===== src/rtl/event_capture_8ch.sv =====
`default_nettype none
// ============================================================================
//  Module      : event_capture_8ch
//  Description : Upstream request stage for the 8-to-3 encoder path.
//                Synchronizes eight asynchronous request lines, turns rising
//                edges into pending events and serializes them as 3-bit
//                channel codes over a valid/ready handshake.
//  Revision    : 1.0 - initial release
// ----------------------------------------------------------------------------
//  Parameters
//    SYNC_STAGES : synchronizer flops per input bit (2..3)
//    RR_MODE     : 0 = fixed priority (highest index), 1 = round-robin
//  Ports
//    clk      in   1  rising-edge clock
//    rst      in   1  asynchronous active-high reset
//    d        in   8  raw request lines, asynchronous to clk
//    code     out  3  index of the presented channel
//    valid    out  1  code is valid
//    ready    in   1  downstream accepts code
//    pending  out  8  registered pending-event vector
//    overflow out  1  sticky: event on a channel that was already pending
//    clr_ovf  in   1  synchronous clear for overflow
// ============================================================================
module event_capture_8ch #(
    parameter int SYNC_STAGES = 2,
    parameter bit RR_MODE     = 1'b0
) (
    input  logic       clk,
    input  logic       rst,
    input  logic [7:0] d,
    output logic [2:0] code,
    output logic       valid,
    input  logic       ready,
    output logic [7:0] pending,
    output logic       overflow,
    input  logic       clr_ovf
);

    typedef enum logic [0:0] {
        ST_IDLE    = 1'b0,
        ST_PRESENT = 1'b1
    } state_t;

    logic [SYNC_STAGES-1:0][7:0] r_sync;
    logic [7:0]                  r_hist;
    logic [7:0]                  r_pending;
    logic                        r_ovf;
    logic [2:0]                  r_code;
    logic [2:0]                  r_last;
    state_t                      r_state;

    logic [7:0] w_sync_out;
    logic [7:0] w_rise;
    logic       w_accept;
    logic [7:0] w_acc_mask;
    logic [7:0] w_rem;
    logic [7:0] w_pending_next;
    logic       w_ovf_hit;
    state_t     w_state_next;
    logic [2:0] w_code_next;
    logic [2:0] w_last_next;

    // Channel selection. In round-robin mode the search starts just after
    // ptr and wraps; iterating from the farthest candidate down to the
    // nearest lets the nearest set bit win.
    function automatic logic [2:0] f_select(input logic [7:0] vec,
                                            input logic [2:0] ptr);
        logic [2:0] sel;
        logic [2:0] idx;
        sel = 3'd0;
        idx = 3'd0;
        if (RR_MODE) begin
            for (int k = 8; k >= 1; k--) begin
                idx = ptr + k[2:0];
                if (vec[idx]) begin
                    sel = idx;
                end
            end
        end else begin
            for (int i = 0; i < 8; i++) begin
                if (vec[i]) begin
                    sel = 3'(i);
                end
            end
        end
        return sel;
    endfunction

    // ------------------------------------------------------------------
    // Synchronizer chain and edge-detect history
    // ------------------------------------------------------------------
    always_ff @(posedge clk or posedge rst) begin
        if (rst) begin
            r_sync <= '0;
            r_hist <= 8'd0;
        end else begin
            r_sync[0] <= d;
            for (int i = 1; i < SYNC_STAGES; i++) begin
                r_sync[i] <= r_sync[i-1];
            end
            r_hist <= w_sync_out;
        end
    end

    assign w_sync_out = r_sync[SYNC_STAGES-1];
    assign w_rise     = w_sync_out & ~r_hist;

    // ------------------------------------------------------------------
    // Pending events and overflow
    // ------------------------------------------------------------------
    assign w_accept       = (r_state == ST_PRESENT) & ready;
    assign w_acc_mask     = w_accept ? (8'd1 << r_code) : 8'd0;
    assign w_rem          = r_pending & ~w_acc_mask;
    // A rise coinciding with an accept of the same bit re-arms it as a new
    // event rather than being swallowed by the accept.
    assign w_pending_next = w_rise | w_rem;
    assign w_ovf_hit      = |(w_rise & r_pending & ~w_acc_mask);

    always_ff @(posedge clk or posedge rst) begin
        if (rst) begin
            r_pending <= 8'd0;
            r_ovf     <= 1'b0;
        end else begin
            r_pending <= w_pending_next;
            if (w_ovf_hit) begin
                r_ovf <= 1'b1;
            end else if (clr_ovf) begin
                r_ovf <= 1'b0;
            end
        end
    end

    // ------------------------------------------------------------------
    // Output FSM
    // ------------------------------------------------------------------
    always_ff @(posedge clk or posedge rst) begin
        if (rst) begin
            r_state <= ST_IDLE;
            r_code  <= 3'd0;
            r_last  <= 3'd7;
        end else begin
            r_state <= w_state_next;
            r_code  <= w_code_next;
            r_last  <= w_last_next;
        end
    end

    always_comb begin
        w_state_next = r_state;
        w_code_next  = r_code;
        w_last_next  = r_last;
        case (r_state)
            ST_IDLE: begin
                if (|r_pending) begin
                    w_code_next  = f_select(r_pending, r_last);
                    w_state_next = ST_PRESENT;
                end
            end
            ST_PRESENT: begin
                if (ready) begin
                    w_last_next = r_code;
                    // Rises landing in this cycle are not part of w_rem;
                    // they are picked up from pending on a later cycle.
                    if (|w_rem) begin
                        w_code_next = f_select(w_rem, r_code);
                    end else begin
                        w_state_next = ST_IDLE;
                    end
                end
            end
            default: begin
                w_state_next = ST_IDLE;
            end
        endcase
    end

    assign code     = r_code;
    assign valid    = (r_state == ST_PRESENT);
    assign pending  = r_pending;
    assign overflow = r_ovf;

endmodule
`default_nettype wire


===== config.mk =====
export PLATFORM = sky130hd
export DESIGN_NAME = event_capture_8ch
export DESIGN_NICKNAME = d
export VERILOG_FILES = /design/src/rtl/event_capture_8ch.sv
export SDC_FILE = /design/constraint.sdc
export NUM_CORES = 1
export LEC_CHECK = 0
export CORE_MARGIN = 3
export CORE_UTILIZATION = 25
export CTS_CLUSTER_DIAMETER = 120
export DETAILED_ROUTE_END_ITERATION = 10
export GPL_TIMING_DRIVEN = 0
export PLACE_DENSITY = 0.48
export SYNTH_ARGS = -nofsm -noshare
export SYNTH_HDL_FRONTEND = slang
export SYNTH_SLANG_ARGS = --single-unit

===== constraint.sdc =====
create_clock -name clk -period 5.9 [get_ports clk]
set_clock_uncertainty 0.05 [all_clocks]
set_input_delay 0.59 -clock clk [delete_from_list [all_inputs] [get_ports clk]]
set_output_delay 0.59 -clock clk [all_outputs]
set_load 0.005 [all_outputs]

; Word level (Yosys, flattened, before mapping)
; Cells that the tools add are included.
; Widths: inputs -> output; s select.
[classes]
eq_ne = 3
shifts = 1
n_mux = 25
n_bitwise = 9
n_reduce_logical = 5
[op_table]
columns = operator, count
row1 = $mux 3, 15
row2 = $and 8x8->8, 4
row3 = $reduce_or 8->1, 3
row4 = $not 8->8, 2
row5 = $mux 8, 1
row6 = $or 8x8->8, 1
row7 = $shl 1x3->8 const A, 1
row8 = $mux 1, 7
row9 = $pmux 3 s2, 1
row10 = $ne 2x2->1 const B, 2
row11 = $reduce_and 3->1, 1
row12 = $ne 2x1->1 const B, 1
row13 = $pmux 1 s2, 1
row14 = $reduce_bool 2->1, 1
row15 = $and 1x1->1, 1
row16 = $not 1->1, 1
[totals]
ff_bits = 37
out_inout_bits = 13
elab_cells = 50

; Depth between registers and ports, before layout
; Gate-level depths: netlist of run 1.
[logic_depth]
ltp_word = 14
ltp_mapped = 5

; Least setup slack after synthesis of run 1
; OpenSTA, ideal clock, no wires.
[synth_timing]
path_kind = input-to-reg
from = input port ready
to = register r_ovf (netlist: overflow)
setup_time_ns = 0.139
arrival_time_ns = 1.817
required_ns = 5.711
setup_slack_ns = 3.895
path_stages = 5
cell_sequence = nand3b_2 -> o31ai_2 -> nor3_1 -> or4_1 -> or4_1
[synth_via]
elab_chain_len = 6
word_cells_on_any_way = 7
classes_between = 2 x mux / 3 x bitwise / 2 x reduce/logical
[synth_rtl]
columns = element, line
row1 = from (decl), 33  ; input logic ready,
row2 = $and 1x1->1 *, 111  ; assign w_accept = (r_state == ST_PRESENT) & ready;
row3 = $mux 8 *, 112  ; assign w_acc_mask = w_accept ? (8'd1 << r_code) : 8'd0;
row4 = $not 8->8 *, 117  ; assign w_ovf_hit = |(w_rise & r_pending & ~w_acc_mask);
row5 = $and 8x8->8 *, 117
row6 = $reduce_or 8->1 *, 117
row7 = $mux 1 / $reduce_bool 2->1 (equally long branches), -
row8 = to (signal assigned), 122  ; r_ovf <= 1'b0;
row9 = to (signal assigned), 126  ; r_ovf <= 1'b1;
row10 = to (signal assigned), 128  ; r_ovf <= 1'b0;
row11 = to (decl), 47  ; logic r_ovf;
; Mark *: on every way between the ends. The rest lies on a longest branch, timed or not.
; A chain may end at the register's enable or synchronous reset.

; Worst setup path after layout of run 1
; Same ends and word-level chain as after synthesis.

==> reports/metrics.cfg, run 1 <==
[status]
status=complete, no violations

[sta]
tns_ps=0
setup_ws_ps=3380
rsz0062_at_grt=false
slew_viol_final=0
finalHoldViolCount=0
slew_headroom=0.503
period_share=0.427
tightest_slew_ps=744
final-setup-viol-count=0
clock.fmax_ghz=0.397
finalCriticalPeriod_ps=2520

[placed_design]
dpl.cell_count=210
port_buffers=24
dp_slack_ps=3090
gp_congestion=0.869
dp_hpwl_um=2040

[setup_path]
path_class=in -> reg
end_kind=flip-flop
critPathMaxFanout=5
startpoint_type=input pin
crit_required_ps=6000
arrival_ps=2620

[clock_network]
clockBufferDepth=2
clk_pin_slew_ps=70
cts_hold_buf=0
clk_latency_ps=280
cts_tree=yes
cts_sinks=37
cts_buffers=5
cts_max_level=2
cts_resized=0
clockRootBuffer=clkbuf_8
cts_setup_buffers=0

[synth]
synth.distinct_cells=33
synth_nets=127
synth_xor_area_frac=0
synth_adder_area_share=0
syn-instance-count=115
ys_seq_elements=37
muxShareOfSynthArea=0
synth_top_family_by_area=compound AO/OA/AOI/OAI gates
ys_async_sr_fraction=1.00
ys_warn_count=0
ys_seq_area_frac=0.658
synth_flop_cell=dfrtp_1
synth.avg_cell_area_um2=12.2
synth_area_mm2=0.00141
yosys.area_share.simple=0.156
synth_compound_area_frac=0.165
synth-edff-count=0

[cells_and_area]
post-route-util=0.351
final_cell_mix=dfrtp_1, clkdlybuf4s50_1, o21ai_1, nand2_1, inv_1
antennaDiodeCount=0
layout_commonest_cell=dfrtp_1
instances_no_fill=217
nNetsFinal=159
area_growth_pct=31.4
drive_gt1_frac=0.0884

[die]
pin_count=25
die_height_um=81
floorplan.initialDensity=0.267
coreArea_mm2=0.00527
die_w_um=81
row_count=26
floorplan.die_area_mm2=0.00656

[routing]
drc=0
wire_per_inst_um=12.4
ant_nets=0
vias=994
drt-initial-drc-count=104
routed_via_density=4.58
first_pass_iters=4
wirelength_um=2700

[flow_run]
maxCapViolations=0

[grt]
grt.total_usage=0.0952
antenna_found_initial=0
grt_pass1_wl_um=4760
overflow=0
grt_pass1_vias=937
grt_max_degree=21

[pwr]
power_density_mw_per_mm2=326
p_leak_nw=0.757
peakVddDrop_mv=0.150

[hold_path]
min_path_type=reg -> reg

-- critical path: stages --
cell and delay, ps:
clkdlybuf4s50_1 590, nand3_2 180, o31ai_4 280, nor3_1 80, or4_1 480, or4_1 400
-- per-layer routing --
metal	track usage	up-vias	share of wire
met5	0	-	0
li1	-	483	-
met3	0.0288	4	0.084
met2	0.143	37	0.44
met4	0.0304	0	0.0093
met1	0.131	470	0.47
-- cell usage after synthesis (2+ instances only) --
cell type / n / area, µm²
a21oi_1: 3 / 15.0
o221ai_1: 2 / 17.5
dfrtp_1: 37 / 926
o31ai_1: 2 / 15.0
or4_1: 3 / 22.5
o21ai_0: 3 / 15.0
a31oi_1: 2 / 12.5
nor3_1: 7 / 35.0
nor2b_1: 2 / 12.5
o21ai_1: 9 / 45.0
nand2b_1: 6 / 37.5
o22ai_1: 2 / 12.5
nand4_1: 2 / 12.5
nand2_1: 9 / 33.8
inv_1: 8 / 30.0
-- state kept, by name, summed over array words and instances, names as in the netlist --
signal / flops
w_sync_out: 8
r_hist: 8
r_sync: 8
valid: 1
pending: 8
overflow: 1
code: 3
-- metrics by stage --
stage	area, µm²	hold slack (ps)	total power, W
6_report	1850	297	0.000603
4_1_cts	1850	301	0.000613
3_5_place_dp	1760	286	0.000439
5_1_grt	1850	305	0.000641
3_3_place_gp	1730	282	0.000435
2_1_floorplan	1410	281	0.000371
-- cells by family after synthesis --
logic type,after synthesis
compound gates,33
simple gates,37
buf+inv,8
flops,37
-- cell type report --
cell class                 instances  area, µm²
fill                             540       3420
sequential                        37        926
multi-input combinational         70        450
timing repair buffer              25        268
tap                               70       87.6
clock buffer                       7       86.3
inverter                           8       30.0
-- worst paths after layout --
kind,startpoint,endpoint,slack (ps),cells after the start
worst max-delay path,ready,overflow$_DFFE_PP0P_,3380,6
worst min-delay path,r_sync[2]$_DFF_PP0_,w_sync_out[2]$_DFF_PP0_,300,0
max in group asynchronous,rst,r_hist[0]$_DFF_PP0_,4560,3
worst min register to register,r_sync[2]$_DFF_PP0_,w_sync_out[2]$_DFF_PP0_,300,0
worst max register to register,code[0]$_DFFE_PP0P_,overflow$_DFFE_PP0P_,3690,5
min in group asynchronous,rst,r_sync[6]$_DFF_PP0_,690,2
-- report_power, final --
part / total (W) / internal (W) / switching (W)
Clock: 0.000170 / 0.0000925 / 0.0000778
Sequential: 0.000313 / 0.000278 / 0.0000343
Combinational: 0.000120 / 0.0000644 / 0.0000553
No activity file was read; power rests on OpenSTA's default activity.
==> run 2, diff against run 1 <==
Settings changed: PLACE_DENSITY 0.48 to 0.49.
Clock period 5.9 ns to 2.1 ns, I/O delays scaled along.
==> run 2 against run 1 <==
Flip-flop and latch count unchanged. Combinational power grew to 3.3 times the previous value. Clock power rose to 2.8 times the previous value. First-iteration DRC count fell by 33%. Core utilization up 0.95 points. Total power rose to 2.9 times the previous value. Sequential share of layout area fell by 1.1 points. Highest routed layer unchanged. Setup slack worse by 3400 ps. Critical path depth decreased by 1. Non-clock buffer count increased by 4. Sequential power rose to 2.8 times the previous value. Global-route usage is 0.18 points higher. Largest power group unchanged.
==> reports/metrics.cfg, run 2 (synthesis results as in run 1) <==
[status]
status=complete, no violations

[routing]
wirelength_um=2970  ; +10%
first_pass_iters=4  ; unchanged
drc=0  ; unchanged
ant_nets=0  ; unchanged
vias=1022  ; +2.8%
routed_via_density=4.60  ; +0.50%
wire_per_inst_um=13.4  ; +7.7%
drt-initial-drc-count=70  ; -33%

[placed_design]
dp_slack_ps=-340  ; -3430 ps
gp_congestion=0.858  ; -1.3%
dpl.cell_count=209  ; -0.48%
port_buffers=24  ; unchanged
dpl_cell_area_mm2=0.00173  ; -1.6%
dp_hpwl_um=2030  ; -0.65%

[grt]
grt_max_degree=38  ; +81%
grt_pass1_vias=973  ; +3.8%
overflow=0  ; unchanged
grt_pass1_wl_um=4730  ; -0.59%
antenna_found_initial=0  ; unchanged
grt.total_usage=0.0970  ; +0.00181

[cells_and_area]
final_cell_mix=dfrtp_1, clkdlybuf4s50_1, o21ai_1, nand2_1, inv_1
regArea_um2=931  ; +0.54%
nNetsFinal=163  ; +2.5%
drive_gt1_frac=0.178  ; +0.0892
multiInputGateArea_um2=487  ; +8.1%
fin_area_mm2=0.00190  ; +2.7%
antennaDiodeCount=0  ; unchanged
instances_no_fill=222  ; +2.3%
layout_commonest_cell=dfrtp_1
post-route-util=0.360  ; +0.00950
n_fill_cell=539  ; -0.19%
area_growth_pct=35.0

[clock_network]
clk_latency_ps=290  ; about the same
cts_max_level=2  ; unchanged
cts_buffers=5  ; unchanged
clk_pin_slew_ps=80  ; about the same
clockRootBuffer=clkbuf_8
clockBufferDepth=2  ; unchanged
cts_tree=yes
cts_sinks=37  ; unchanged
cts_hold_buf=0  ; unchanged

[pwr]
power_density_mw_per_mm2=924  ; +180%
peakVddDrop_mv=0.375  ; +150%
p_leak_nw=0.770  ; +1.7%

[setup_path]
cp_cell_sequence=nand3b_4, o21ai_4, nor3_2, or4_1, or4_1
crit_path_max_incr_delay_ps=530  ; -60 ps
arrival_ps=2190  ; -430 ps
path_class=reg -> reg
crit_top_cell=or4_1
cp_top_family=simple AND/OR/NAND/NOR gates
end_kind=flip-flop
crit_required_ps=2210  ; -3790 ps
cp.buffers_inverters=0  ; -1
startpoint_type=flip-flop
slowest_stage=or4_1
critPathMaxFanout=6  ; +1

[sta]
setup_ws_ps=14.6  ; -3370 ps
clock.fmax_ghz=0.480
period_share=0.993
finalCriticalPeriod_ps=2090
rsz0062_at_grt=true
tightest_slew_ps=751  ; +6.26 ps
slew_viol_final=0  ; unchanged
slew_headroom=0.499  ; -0.00435
finalHoldViolCount=0  ; unchanged
final-setup-viol-count=0  ; unchanged
tns_ps=0  ; unchanged

[die]
floorplan.initialDensity=0.267  ; unchanged
die_height_um=81  ; unchanged
floorplan.die_area_mm2=0.00656  ; unchanged
row_count=26  ; unchanged
die_w_um=81  ; unchanged
pin_count=25  ; unchanged
coreArea_mm2=0.00527  ; unchanged

[flow_run]
maxCapViolations=0  ; unchanged

[hold_path]
min_path_type=reg -> reg

-- run 2: cell count changes in the layout (fill, tap and decap cells not counted), moves of 2 or more --
cell and change:
dfrtp_1 -4, buf_4 +5, dfrtp_2 +4, clkinv_2 +2
-- run 2: final timing paths --
check                      slack (ps)  cells past startpoint                 from                      end
min                               300                      0  r_sync[6]$_DFF_PP0_  w_sync_out[6]$_DFF_PP0_
max                                10                      5  code[2]$_DFFE_PP0P_     overflow$_DFFE_PP0P_
max reg2reg                        10                      5  code[2]$_DFFE_PP0P_     overflow$_DFFE_PP0P_
max in group asynchronous        1150                      2                  rst      code[2]$_DFFE_PP0P_
min reg2reg                       300                      0  r_sync[6]$_DFF_PP0_  w_sync_out[6]$_DFF_PP0_
min in group asynchronous         330                      2                  rst      r_sync[3]$_DFF_PP0_
-- run 2: through the flow --
stage	hold WS [ps]	total power [W]
2_1_floorplan	191	0.00104
3_3_place_gp	282	0.00122
3_5_place_dp	286	0.00123
4_1_cts	294	0.00176
5_1_grt	297	0.00185
6_report	301	0.00175
-- run 2: routing by layer --
layer,wire length [µm],global-route usage
met5,0,0
met4,44,0.0507
met2,1390,0.144
met3,238,0.0344
met1,1300,0.124
-- run 2: area by class of cell --
type	instances	area share
inverters	8	0.0158
flip-flops and latches	37	0.490
well taps	70	0.0461
clock inverters	3	0.00923
repair buffers	29	0.146
clock buffers	5	0.0363
multi-input cells	70	0.256
-- run 2: power breakdown --
group	leakage, nW	total [W]	internal [W]	switching (W)
clock	0.0439	0.000482	0.000229	0.000253
sequential	0.405	0.000879	0.000784	0.0000947
combinational	0.322	0.000393	0.000207	0.000185
total	0.770	0.00175	0.00122	0.000533
-- run 2: worst reg2reg max path: cells and delay by family (launching register included) --
kind / cells / cell delay (ps)
AND/OR/NAND/NOR: 4 / 1220
flip-flops: 1 / 450
AO/OA/AOI/OAI: 1 / 250
-- run 2: what timing repair did --
item | CTS | global route
setup buffers | 4 | 1
gates resized for setup | 7 | 5
setup endpoints to repair | 1 | 3
pin swaps | 0 | 1
